<file path="config.mk">
export PLATFORM = sky130hd
export DESIGN_NAME = panel_write_arbiter
export DESIGN_NICKNAME = d
export VERILOG_FILES = /design/src/rtl/panel_write_arbiter.sv
export SDC_FILE = /design/constraint.sdc
export NUM_CORES = 1
export LEC_CHECK = 0
export BUFFER_PORTS_ARGS = -buffer_cell sky130_fd_sc_hd__buf_2
export CAP_MARGIN = 20
export CELL_PAD_IN_SITES_DETAIL_PLACEMENT = 0
export CELL_PAD_IN_SITES_GLOBAL_PLACEMENT = 2
export CORE_ASPECT_RATIO = 0.5
export CORE_MARGIN = 10
export CORE_UTILIZATION = 35
export CTS_CLUSTER_SIZE = 12
export DETAILED_ROUTE_END_ITERATION = 12
export HOLD_SLACK_MARGIN = 0.1
export PLACE_DENSITY = 0.87
export SLEW_MARGIN = 20
export SYNTH_ARGS = -nofsm -noshare
export SYNTH_HDL_FRONTEND = slang
export SYNTH_SLANG_ARGS = --single-unit
</file>
<file path="constraint.sdc">
create_clock -name clock -period 5.07 [get_ports clock]
set_input_delay 1.014 -clock clock [delete_from_list [all_inputs] [get_ports clock]]
set_output_delay 1.014 -clock clock [all_outputs]
set_load 0.02 [all_outputs]
</file>
<file path="src/rtl/panel_write_arbiter.sv">
// panel_write_arbiter
//
// Shares the Panel framebuffer write port between a single-word CPU
// requester and a built-in rectangle fill engine. At most one write per
// clock reaches the framebuffer. The write port outputs are registered
// and connect straight to the Panel write inputs.
//
// Ports:
//   clock         - system clock, rising edge
//   reset_n       - asynchronous active-low reset
//   cpu_req       - CPU write request, held until cpu_ack
//   cpu_address   - CPU write address (passed through unchecked)
//   cpu_value     - CPU write data
//   cpu_ack       - combinational grant for the CPU request
//   fill_start    - one-cycle pulse starting a rectangle fill (IDLE only)
//   fill_x/fill_y - top-left corner of the rectangle
//   fill_w/fill_h - rectangle size in pixels (clipped to the panel)
//   fill_color    - fill value
//   fill_busy     - registered, high from the cycle after fill_start
//                   through the fill_done cycle
//   fill_done     - registered one-cycle completion pulse
//   write_address - registered framebuffer write address
//   write_value   - registered framebuffer write data
//   we            - registered framebuffer write strobe
//
// WIDTH*HEIGHT must not exceed 2**ADDR_W.

module panel_write_arbiter #(
   parameter int WIDTH  = 32,
   parameter int HEIGHT = 16,
   parameter int ADDR_W = 16,
   parameter int X_W    = 7,
   parameter int Y_W    = 5
) (
   input  logic              clock,
   input  logic              reset_n,
   input  logic              cpu_req,
   input  logic [ADDR_W-1:0] cpu_address,
   input  logic [15:0]       cpu_value,
   output logic              cpu_ack,
   input  logic              fill_start,
   input  logic [X_W-1:0]    fill_x,
   input  logic [Y_W-1:0]    fill_y,
   input  logic [X_W-1:0]    fill_w,
   input  logic [Y_W-1:0]    fill_h,
   input  logic [15:0]       fill_color,
   output logic              fill_busy,
   output logic              fill_done,
   output logic [ADDR_W-1:0] write_address,
   output logic [15:0]       write_value,
   output logic              we
);

   typedef enum logic [1:0] {
      ST_IDLE,
      ST_FILL,
      ST_DONE
   } state_t;

   // Panel extents at one bit wider than the coordinates so that x+w and
   // y+h cannot wrap before they are compared.
   localparam logic [X_W:0] WIDTH_EXT  = (X_W+1)'(WIDTH);
   localparam logic [Y_W:0] HEIGHT_EXT = (Y_W+1)'(HEIGHT);

   state_t state, next_state;

   // Latched fill geometry and cursor.
   logic [X_W-1:0] start_x;
   logic [X_W-1:0] x_end;
   logic [Y_W-1:0] y_end;
   logic [X_W-1:0] cur_x;
   logic [Y_W-1:0] cur_y;
   logic [15:0]    color;

   // 1: the fill engine won the most recent contended cycle.
   logic last_grant_fill;

   logic [X_W:0]      x_sum;
   logic [Y_W:0]      y_sum;
   logic [X_W-1:0]    x_end_clip;
   logic [Y_W-1:0]    y_end_clip;
   logic              degenerate;
   logic              fill_pending;
   logic              contended;
   logic              grant_cpu;
   logic              grant_fill;
   logic              last_pixel;
   logic [ADDR_W-1:0] fill_address;

   // ------------------------------------------------------------------
   // Start-of-fill clipping
   // ------------------------------------------------------------------
   always_comb begin
      x_sum      = {1'b0, fill_x} + {1'b0, fill_w};
      y_sum      = {1'b0, fill_y} + {1'b0, fill_h};
      x_end_clip = X_W'((x_sum > WIDTH_EXT)  ? WIDTH_EXT  - 1'b1 : x_sum - 1'b1);
      y_end_clip = Y_W'((y_sum > HEIGHT_EXT) ? HEIGHT_EXT - 1'b1 : y_sum - 1'b1);
      degenerate = (fill_w == '0) || (fill_h == '0) ||
                   ({1'b0, fill_x} >= WIDTH_EXT) ||
                   ({1'b0, fill_y} >= HEIGHT_EXT);
   end

   // ------------------------------------------------------------------
   // Arbitration: a lone candidate always wins; on contention the side
   // that did not win the previous contention gets the port, so the two
   // alternate strictly and neither starves.
   // ------------------------------------------------------------------
   always_comb begin
      fill_pending = (state == ST_FILL);
      contended    = cpu_req && fill_pending;
      grant_cpu    = cpu_req && (!fill_pending || last_grant_fill);
      grant_fill   = fill_pending && (!cpu_req || !last_grant_fill);
      cpu_ack      = grant_cpu;
   end

   assign last_pixel   = (cur_x == x_end) && (cur_y == y_end);
   assign fill_address = ADDR_W'(cur_y) * ADDR_W'(WIDTH) + ADDR_W'(cur_x);

   // ------------------------------------------------------------------
   // FSM next state
   // ------------------------------------------------------------------
   always_comb begin
      // NOTE: every combinational output gets a default first so no path
      // leaves it unassigned and no latch is inferred.
      next_state = state;
      unique case (state)
         ST_IDLE: begin
            if (fill_start) begin
               next_state = degenerate ? ST_DONE : ST_FILL;
            end
         end
         ST_FILL: begin
            if (grant_fill && last_pixel) begin
               next_state = ST_DONE;
            end
         end
         ST_DONE: begin
            next_state = ST_IDLE;
         end
         default: begin
            next_state = ST_IDLE;
         end
      endcase
   end

   // ------------------------------------------------------------------
   // FSM state and status flags
   // ------------------------------------------------------------------
   always_ff @(posedge clock or negedge reset_n) begin
      if (!reset_n) begin
         // NOTE: sequential state uses non-blocking assignments so every
         // register samples its inputs from before the clock edge.
         state     <= ST_IDLE;
         fill_busy <= 1'b0;
         fill_done <= 1'b0;
      end else begin
         state     <= next_state;
         fill_busy <= (next_state != ST_IDLE);
         fill_done <= (next_state == ST_DONE);
      end
   end

   // ------------------------------------------------------------------
   // Fill geometry latch and row-major cursor
   // ------------------------------------------------------------------
   always_ff @(posedge clock or negedge reset_n) begin
      if (!reset_n) begin
         start_x <= '0;
         x_end   <= '0;
         y_end   <= '0;
         cur_x   <= '0;
         cur_y   <= '0;
         color   <= '0;
      end else if (state == ST_IDLE && fill_start) begin
         start_x <= fill_x;
         x_end   <= x_end_clip;
         y_end   <= y_end_clip;
         cur_x   <= fill_x;
         cur_y   <= fill_y;
         color   <= fill_color;
      end else if (grant_fill) begin
         if (cur_x == x_end) begin
            cur_x <= start_x;
            cur_y <= cur_y + 1'b1;
         end else begin
            cur_x <= cur_x + 1'b1;
         end
      end
   end

   // ------------------------------------------------------------------
   // Contention history
   // ------------------------------------------------------------------
   always_ff @(posedge clock or negedge reset_n) begin
      if (!reset_n) begin
         last_grant_fill <= 1'b1;
      end else if (contended) begin
         last_grant_fill <= grant_fill;
      end
   end

   // ------------------------------------------------------------------
   // Registered write port: a grant in cycle N writes in cycle N+1.
   // Address and value hold when there is no write.
   // ------------------------------------------------------------------
   always_ff @(posedge clock or negedge reset_n) begin
      if (!reset_n) begin
         we            <= 1'b0;
         write_address <= '0;
         write_value   <= '0;
      end else if (grant_cpu) begin
         we            <= 1'b1;
         write_address <= cpu_address;
         write_value   <= cpu_value;
      end else if (grant_fill) begin
         we            <= 1'b1;
         write_address <= fill_address;
         write_value   <= color;
      end else begin
         we            <= 1'b0;
      end
   end

endmodule

</file>
==> run summary, run 1 <==
status: completed
cells after synthesis: 498
CTS Sinks: 85
CP endpoint: x_end[5]
worst hold path type: register to register
Synth area leader: dfrtp_1
Avg WL per Cell: 17.0 µm
DIE HEIGHT: 102 µm
Non-Filler Instances: 775
H-tree Lvls: 3
Worst Max-Slew Pin Slew: 876 ps
Post-synth ARST share: 100%
Final HPWL DP: 9.68 mm
clock transition at the registers of the reported paths: 60 ps
synth top area cells: dfrtp_1, nand2_1, mux2i_1
Seq/Total Area, Yosys: 45.6%
Ant. Diodes: 0
crit path from: fill_x[0]
dpl ws: 1730 ps
unrepaired setup endpoints after global routing: no
Post-Syn Nets: 595
most common cell in the netlist: nand2_1
Post-synth EDFFs: 0
First-pass DRT Iterations: 4
Worst EP required: 5310 ps
synth unique cells: 48
top cells by count, synth: nand2_1, dfrtp_1, nor2_1, a21oi_1, mux2i_1
DRC viols: 0
Setup Viol. Count Final: 0
Final TNS setup: 0 ps
final net count: 697
number of global-route vias before repair: 3,986
critical path cell sequence: buf_2 > ha_1 > inv_1 > fa_1 > nand2b_1 > a211oi_1 > mux2_2 > or4_1 > a22oi_1
peak supply drop: 178 µV
Worst Hold Depth: 2
Area after DPL: 0.00539 mm²
Port Buffer Count: 111
total CTS buffers: 9
Crit Path Max Fanout: 3
TritonCTS clock tree: yes
largest net degree at the start of global routing: 55
DIE AREA: 0.0186 mm²
Multi-input gate area: 0.00240 mm²
FP Rows: 29
Worst path slowest cell: or4_1
mean area per synthesized cell: 9.37 µm²
GP Congestion: 0.749
Util after Layout: 44.2%
Rel. slew slack: 41.5%
clk buf depth: 2
Post-CTS Repair Setup Buffers: 0
Crit path largest cell delay: 520 ps
Critical R2R Capture: cur_y[3]
final period utilization: 59.7%
Max-cap violations: 0
IO Pins: 112
CTS Hold Bufs: 0
core area: 0.0128 mm²
Worst Setup End Kind: register
Setup Crit Path Kind: primary input to register
hold violation count in the final report: 0
Worst Clk Skew: 4.55 ps
Reg2Reg Setup Slack: 2480 ps
Lkg Pwr: 2.78 nW
Tmin final: 3030 ps
final instance area: 0.00568 mm²
routed vias/inst: 5.16
GR Overflow Total: 0
Initial Util: 36.3%
fmax: 0.330 GHz
area growth from synthesis to layout: 21.8%
CP arrival: 3270 ps
Max Slew Vio Count: 0
Layout fillers: 1,303
crit start category: primary input
initial antenna violation count: 0
final worst slack: 2040 ps
worst skew pair latency: 330 ps
placed insts: 759
Yosys warnings: 0
Post-Synthesis Cell Area: 0.00467 mm²
Most used DFF post-synth: dfrtp_1
power per standard cell area: 443 mW/mm²
via count: 4,002
post_cts resized: 0
#FFs+latches synth: 85
CTS root buf: clkbuf_16
Post-Route WL: 13.2 mm
Worst R2R Start: state[1]
Worst R2R Path Depth: 5
Die Wd: 183 µm
first-pass GRT wire length: 20.9 mm
final antenna-violating net count: 0
register area: 0.00213 mm²
Yosys top cell area share: 45.1%
layout cell share with drive strength beyond 1: 23.3%
1st-iter DRT viols: 338
GRT Total Usage: 14.0%
-- kinds of logic (layout without fill, tap and decap cells) --
family / Yosys count / in the layout / share of synthesized area, %
buf+inv: 39 / 146 / 3.16
simple gates: 168 / 168 / 16.5
xor+xnor: 33 / 33 / 6.19
mux: 26 / 26 / 5.60
flops: 85 / 85 / 45.6
compound gates: 126 / 126 / 16.8
fa+ha+maj: 21 / 21 / 6.11
-- worst max-delay path, delay by kind of cell --
family	cells	cell delay (ps)
adder cells (fa/ha/maj)	2	580
AO/OA/AOI/OAI	2	430
buffers and inverters	2	170
multiplexers	1	380
AND/OR/NAND/NOR	2	690
-- where the power goes --
group	internal [mW]	leakage [nW]	switching, mW	total [mW]
combinational	0.338	1.64	0.495	0.833
clock	0.383	0.136	0.265	0.648
sequential	0.860	0.995	0.176	1.04
total	1.58	2.78	0.935	2.52
-- stage by stage --
stage	hold slack, ps	total power, mW
finish	479	2.52
global route	503	2.70
CTS	483	2.55
detailed placement	469	1.89
global placement	462	1.87
floorplan	445	1.60
-- flip-flops by register name, summed over array words and instances (netlist names) --
| signal | cells |
|---|---|
| cur_x | 7 |
| fill_done | 1 |
| start_x | 7 |
| write_value | 16 |
| color | 16 |
| y_end | 5 |
| last_grant_fill | 1 |
| fill_busy | 1 |
| state | 2 |
| x_end | 7 |
| cur_y | 5 |
| write_address | 16 |
| we | 1 |
-- layout make-up --
class / instances / share of cell area (%)
clock buffer: 11 / 4.10
clock inverter: 5 / 1.04
inverter: 13 / 0.859
multi-input combinational: 374 / 42.2
sequential: 85 / 37.5
tap: 170 / 3.74
timing repair buffer: 117 / 10.6
-- worst min path at each step --
stage / end / start
global placement: start_x[6] / start_x[6]
global route: start_x[0] / start_x[0]
floorplan: start_x[2] / start_x[2]
CTS: start_x[3] / start_x[3]
detailed placement: start_x[3] / start_x[3]
finish: start_x[4] / start_x[4]
-- placed cells by master (no fill, tap or decap), types with 2 or more instances in the layout --
master / n
clkinvlp_4: 2
o22ai_1: 23
a211oi_1: 6
nor3_1: 9
buf_2: 110
a22oi_1: 8
nand2b_1: 2
inv_1: 13
or4_1: 3
mux2i_1: 25
dfrtp_1: 84
buf_4: 7
xor2_1: 22
a21oi_1: 30
a31oi_1: 17
o211ai_1: 2
or3_1: 2
ha_1: 18
nand2_1: 85
nor2_1: 33
nand4_1: 3
nand3_1: 12
nor4_1: 2
xnor2_1: 11
nand3b_1: 2
a22o_1: 6
a21o_1: 7
a221oi_1: 2
and3_1: 4
o21ai_0: 20
clkbuf_1: 2
clkbuf_16: 9
fa_1: 3
-- per-layer routing --
metal / global-route usage, % / vias up / routed length (µm)
li1: - / 1985 / -
met1: 18.5 / 1940 / 6300
met2: 22.5 / 75 / 6160
met3: 3.36 / 2 / 686
met4: 3.69 / 0 / 48
met5: 0 / - / 0
(Power assumes the default switching activity.)
==> inputs of run 2 (changes only) <==
--- a/config.mk
+++ b/config.mk
@@ -11,11 +11,11 @@
 export CELL_PAD_IN_SITES_GLOBAL_PLACEMENT = 2
 export CORE_ASPECT_RATIO = 0.5
 export CORE_MARGIN = 10
-export CORE_UTILIZATION = 35
+export CORE_UTILIZATION = 32
 export CTS_CLUSTER_SIZE = 12
 export DETAILED_ROUTE_END_ITERATION = 12
 export HOLD_SLACK_MARGIN = 0.1
-export PLACE_DENSITY = 0.87
+export PLACE_DENSITY = 0.81
 export SLEW_MARGIN = 20
 export SYNTH_ARGS = -nofsm -noshare
 export SYNTH_HDL_FRONTEND = slang
==> constraint.sdc (replaced) <==
create_clock -name clock -period 3 [get_ports clock]
set_input_delay 0.6 -clock clock [delete_from_list [all_inputs] [get_ports clock]]
set_output_delay 0.6 -clock clock [all_outputs]
set_load 0.02 [all_outputs]
==> run summary, run 2 (same netlist as run 1, synthesis figures left out) <==
Post-Route WL: 13.8 mm (+4.4%)
unrepaired setup endpoints after global routing: no
1st-iter DRT viols: 173 (-49%)
DIE HEIGHT: 105 µm (+3.7%)
register area: 0.00213 mm² (unchanged)
via count: 4,023 (+0.52%)
CTS Sinks: 85 (unchanged)
peak supply drop: 310 µV (+75%)
power per standard cell area: 755 mW/mm² (+70%)
clock transition at the registers of the reported paths: 60 ps (about the same)
GR Overflow Total: 0 (unchanged)
Port Buffer Count: 111 (unchanged)
final period utilization: 87.8%
CP arrival: 2880 ps (-390 ps)
Setup Viol. Count Final: 0 (unchanged)
DIE AREA: 0.0201 mm² (+7.9%)
initial antenna violation count: 0 (unchanged)
GP Congestion: 0.788 (+5.2%)
dpl ws: 32.7 ps (-1700 ps)
status: completed
First-pass DRT Iterations: 6 (+2)
Rel. slew slack: 51.5% (+10 points)
Worst Path Buf+Inv: 2 (unchanged)
Multi-input gate area: 0.00240 mm² (unchanged)
number of global-route vias before repair: 4,174 (+4.7%)
final net count: 704 (+1.0%)
CTS root buf: clkbuf_16
hold violation count in the final report: 0 (unchanged)
clk buf depth: 2 (unchanged)
Tmin final: 2640 ps
Ant. Diodes: 0 (unchanged)
GRT Total Usage: 13.7% (-0.27 points)
Max Slew Vio Count: 0 (unchanged)
Worst Setup End Kind: register
routed vias/inst: 4.97 (-3.8%)
CTS Hold Bufs: 0 (unchanged)
Area after DPL: 0.00549 mm² (+1.9%)
worst skew pair latency: 340 ps (about the same)
IO Pins: 112 (unchanged)
Worst path slowest cell: or4_1
worst hold path type: primary input to asynchronous set/reset pin
area growth from synthesis to layout: 24.5%
Max-cap violations: 0 (unchanged)
Final TNS setup: 0 ps (unchanged)
H-tree Lvls: 3 (unchanged)
total CTS buffers: 9 (unchanged)
TritonCTS clock tree: yes
largest net degree at the start of global routing: 53 (-3.6%)
Crit path largest cell delay: 520 ps (about the same)
Initial Util: 32.5% (-3.8 points)
layout cell share with drive strength beyond 1: 24.2% (+0.88 points)
final instance area: 0.00581 mm² (+2.2%)
FP Rows: 31 (+6.9%)
Worst Max-Slew Pin Slew: 723 ps (-153 ps)
Setup Crit Path Kind: primary input to register
final antenna-violating net count: 0 (unchanged)
fmax: 0.379 GHz
Layout fillers: 1,488 (+14%)
Die Wd: 191 µm (+4.1%)
commonest cells after routing, fill and taps aside: buf_2, nand2_1, dfrtp_1, nor2_1, a21oi_1
commonest non-fill, non-tap cell in the layout: buf_2
Lkg Pwr: 2.83 nW (+1.9%)
post_cts resized: 0 (unchanged)
crit start category: primary input
Worst EP required: 3250 ps (-2060 ps)
critical path cell sequence: buf_2 > ha_1 > inv_1 > fa_1 > nand2b_1 > a211oi_1 > mux2_2 > or4_1 > a22oi_1
Crit Path Max Fanout: 3 (unchanged)
Worst path top cell family by delay: simple AND/OR/NAND/NOR gates
largest registers: color: 16 flops, write_address: 16 flops, write_value: 16 flops
first-pass GRT wire length: 22.5 mm (+7.5%)
Worst Clk Skew: 6.96 ps (+2.41 ps)
Avg WL per Cell: 17.0 µm (-0.13%)
Util after Layout: 40.5% (-3.8 points)
core area: 0.0144 mm² (+12%)
final hold slack: 215 ps (-264 ps)
Final HPWL DP: 10.2 mm (+5.7%)
Post-CTS Repair Setup Buffers: 0 (unchanged)
DRC viols: 0 (unchanged)
final worst slack: 365 ps (-1680 ps)
[run 2: layer usage]
layer	part of all wire [%]	GRT usage, %
met1	47	18.2
met2	47	22.1
met3	5.0	3.13
met4	0.68	3.30
met5	0	0
[run 2: worst register-to-register path, cell delays in order (launching register included)]
cell	delay (ps)
dfrtp_1	410
or3b_1	500
or3_4	380
nand2b_1	140
or4_1	400
a22oi_1	190
[run 2: path summary, 6_finish.rpt]
| path | slack (ps) | to | start | cells after the start |
|---|---|---|---|---|
| hold / removal | 210 | fill_done | reset_n | 1 |
| setup reg to reg | 890 | x_end[5] | state[0] | 5 |
| setup / recovery | 360 | x_end[5] | fill_x[0] | 9 |
| hold reg to reg | 480 | start_x[4] | start_x[4] | 2 |
| max in group asynchronous | 2100 | last_grant_fill | reset_n | 2 |
| min in group clock | 450 | color[2] | fill_color[2] | 3 |
[run 2: power breakdown]
part	switching [mW]	internal, mW
sequential	0.297	1.45
combinational	0.848	0.592
clock	0.461	0.733
[run 2: cell type report]
class                           instances  share of cell area, %
Tap cell                              198                   4.27
Clock buffer                           11                   4.01
Timing Repair Buffer                  124                   11.5
Clock inverter                          5                   1.46
Inverter                               13                  0.840
Sequential cell                        85                   36.6
Multi-Input combinational cell        374                   41.3
[run 2: per-stage QoR]
stage | power (mW) | std cells
detailed placement | 3.23 | 794
CTS | 4.44 | 810
global route | 4.70 | 810
global placement | 3.20 | 794
finish | 4.39 | 810
floorplan | 2.70 | 498
==> inputs of run 3 (changes only) <==
--- a/config.mk
+++ b/config.mk
@@ -15,6 +15,7 @@
 export CTS_CLUSTER_SIZE = 12
 export DETAILED_ROUTE_END_ITERATION = 12
 export HOLD_SLACK_MARGIN = 0.1
+export MAX_ROUTING_LAYER = met4
 export PLACE_DENSITY = 0.81
 export SLEW_MARGIN = 20
 export SYNTH_ARGS = -nofsm -noshare
==> run summary, run 3 (same netlist as run 1, synthesis figures left out) <==
Max Slew Vio Count: 0 (unchanged)
crit start category: primary input
Worst Setup End Kind: register
power per standard cell area: 755 mW/mm² (about the same)
FP Rows: 31 (unchanged)
final instance area: 0.00581 mm² (unchanged)
status: completed
dpl ws: 32.7 ps (unchanged)
switching power: 1.61 mW (+0.16%)
largest net degree at the start of global routing: 53 (unchanged)
Tmin final: 2630 ps (-6.71 ps)
Setup Viol. Count Final: 0 (unchanged)
Setup Crit Path Kind: primary input to register
DRC viols: 0 (unchanged)
post_cts resized: 0 (unchanged)
Worst EP required: 3250 ps (about the same)
Final TNS setup: 0 ps (unchanged)
GRT Total Usage: 14.1% (+0.42 points)
core area: 0.0144 mm² (unchanged)
Worst Max-Slew Pin Slew: 726 ps (+3.56 ps)
final period utilization: 87.6% (-0.22 points)
final antenna-violating net count: 0 (unchanged)
Reg2Reg Setup Slack: 890 ps (about the same)
DIE HEIGHT: 105 µm (unchanged)
total CTS buffers: 9 (unchanged)
final worst slack: 371 ps (+6.71 ps)
clk buf depth: 2 (unchanged)
First-pass DRT Iterations: 4 (-2)
worst skew pair latency: 340 ps (about the same)
Worst Clk Skew: 7.33 ps (+0.365 ps)
Initial Util: 32.5% (unchanged)
final net count: 704 (unchanged)
sequential share of power: 39.8% (about the same)
fmax: 0.380 GHz (+0.26%)
H-tree Lvls: 3 (unchanged)
Ant. Diodes: 0 (unchanged)
Avg WL per Cell: 17.1 µm (+0.33%)
via count: 4,039 (+0.40%)
clock transition at the registers of the reported paths: 60 ps (about the same)
IO Pins: 112 (unchanged)
hold violation count in the final report: 0 (unchanged)
CP endpoint: x_end[5]
internal power: 2.78 mW (about the same)
number of global-route vias before repair: 4,169 (-0.12%)
layout cell share with drive strength beyond 1: 24.2% (unchanged)
Layout fillers: 1,488 (unchanged)
peak supply drop: 314 µV (+1.2%)
Port Buffer Count: 111 (unchanged)
Area after DPL: 0.00549 mm² (unchanged)
Worst R2R Start: state[0]
Final HPWL DP: 10.2 mm (unchanged)
commonest non-fill, non-tap cell in the layout: buf_2
crit path from: fill_x[0]
commonest cells after routing, fill and taps aside: buf_2, nand2_1, dfrtp_1, nor2_1, a21oi_1
CTS root buf: clkbuf_16
Post-Route WL: 13.8 mm (+0.33%)
Net Sw Frac: 36.7% (+0.038 points)
first-pass GRT wire length: 22.5 mm (about the same)
Util after Layout: 40.5% (unchanged)
routed vias/inst: 4.99 (+0.40%)
Lkg Pwr: 2.83 nW (unchanged)
1st-iter DRT viols: 168 (-2.9%)
DIE AREA: 0.0201 mm² (unchanged)
largest registers: color: 16 flops, write_address: 16 flops, write_value: 16 flops
Rel. slew slack: 50.3% (-1.2 points)
GR Overflow Total: 0 (unchanged)
initial antenna violation count: 0 (unchanged)
TritonCTS clock tree: yes
Crit Path Max Fanout: 3 (unchanged)
CP arrival: 2880 ps (about the same)
Worst R2R Path Depth: 5 (unchanged)
Critical R2R Capture: x_end[5]
area growth from synthesis to layout: 24.5% (unchanged)
CTS Sinks: 85 (unchanged)
Logic pwr share: 32.9% (about the same)
CTS Hold Bufs: 0 (unchanged)
unrepaired setup endpoints after global routing: no
Die Wd: 191 µm (unchanged)
Post-CTS Repair Setup Buffers: 0 (unchanged)
Max-cap violations: 0 (unchanged)
GP Congestion: 0.799 (+1.4%)
worst hold path type: primary input to asynchronous set/reset pin
clock share of power: 27.3% (about the same)
## run 3: cell counts in the layout (fill, tap and decap cells not counted)
Identical to the previous run, type by type.
## run 3: how the worst min path moves through the flow
stage	slack, ps	start	cells past startpoint	end
floorplan	300	reset_n	0	color[0]
global placement	460	start_x[0]	2	start_x[0]
detailed placement	460	start_x[0]	2	start_x[0]
CTS	220	reset_n	1	y_end[1]
global route	240	reset_n	1	y_end[1]
finish	210	reset_n	1	fill_done
## run 3: worst max-delay path: stages
cell	delay [ps]
buf_2	100
ha_1	200
inv_1	60
fa_1	380
nand2b_1	180
a211oi_1	250
mux2_2	390
or4_1	520
a22oi_1	200
## run 3: area by class of cell
| type | count | area [µm²] | area share (%) |
|---|---|---|---|
| clock inverter | 5 | 85.1 | 1.46 |
| multi-input combinational | 374 | 2400 | 41.3 |
| timing repair buffer | 124 | 668 | 11.5 |
| tap | 198 | 248 | 4.27 |
| clock buffer | 11 | 233 | 4.01 |
| sequential | 85 | 2130 | 36.6 |
| inverter | 13 | 48.8 | 0.840 |
## run 3: per-layer routing
metal	vias to the layer above	share of wire (%)	track usage (%)
met1	1930	48	18.2
met4	0	0.87	3.30
li1	2002	-	-
met5	-	0	-
met2	99	47	22.1
met3	8	4.6	2.96
## run 3: power by group through the flow
stage	sequential, mW	clock, mW	combinational [mW]
floorplan	1.80	0	0.903
global placement	1.76	0	1.44
detailed placement	1.77	0	1.46
CTS	1.75	1.23	1.46
global route	1.80	1.27	1.63
finish	1.75	1.20	1.44
## run 3: stage by stage
step | std cells | power (mW) | hold WS [ps]
global route | 810 | 4.70 | 240
global placement | 794 | 3.20 | 461
finish | 810 | 4.39 | 211
floorplan | 498 | 2.70 | 304
detailed placement | 794 | 3.23 | 462
CTS | 810 | 4.44 | 220
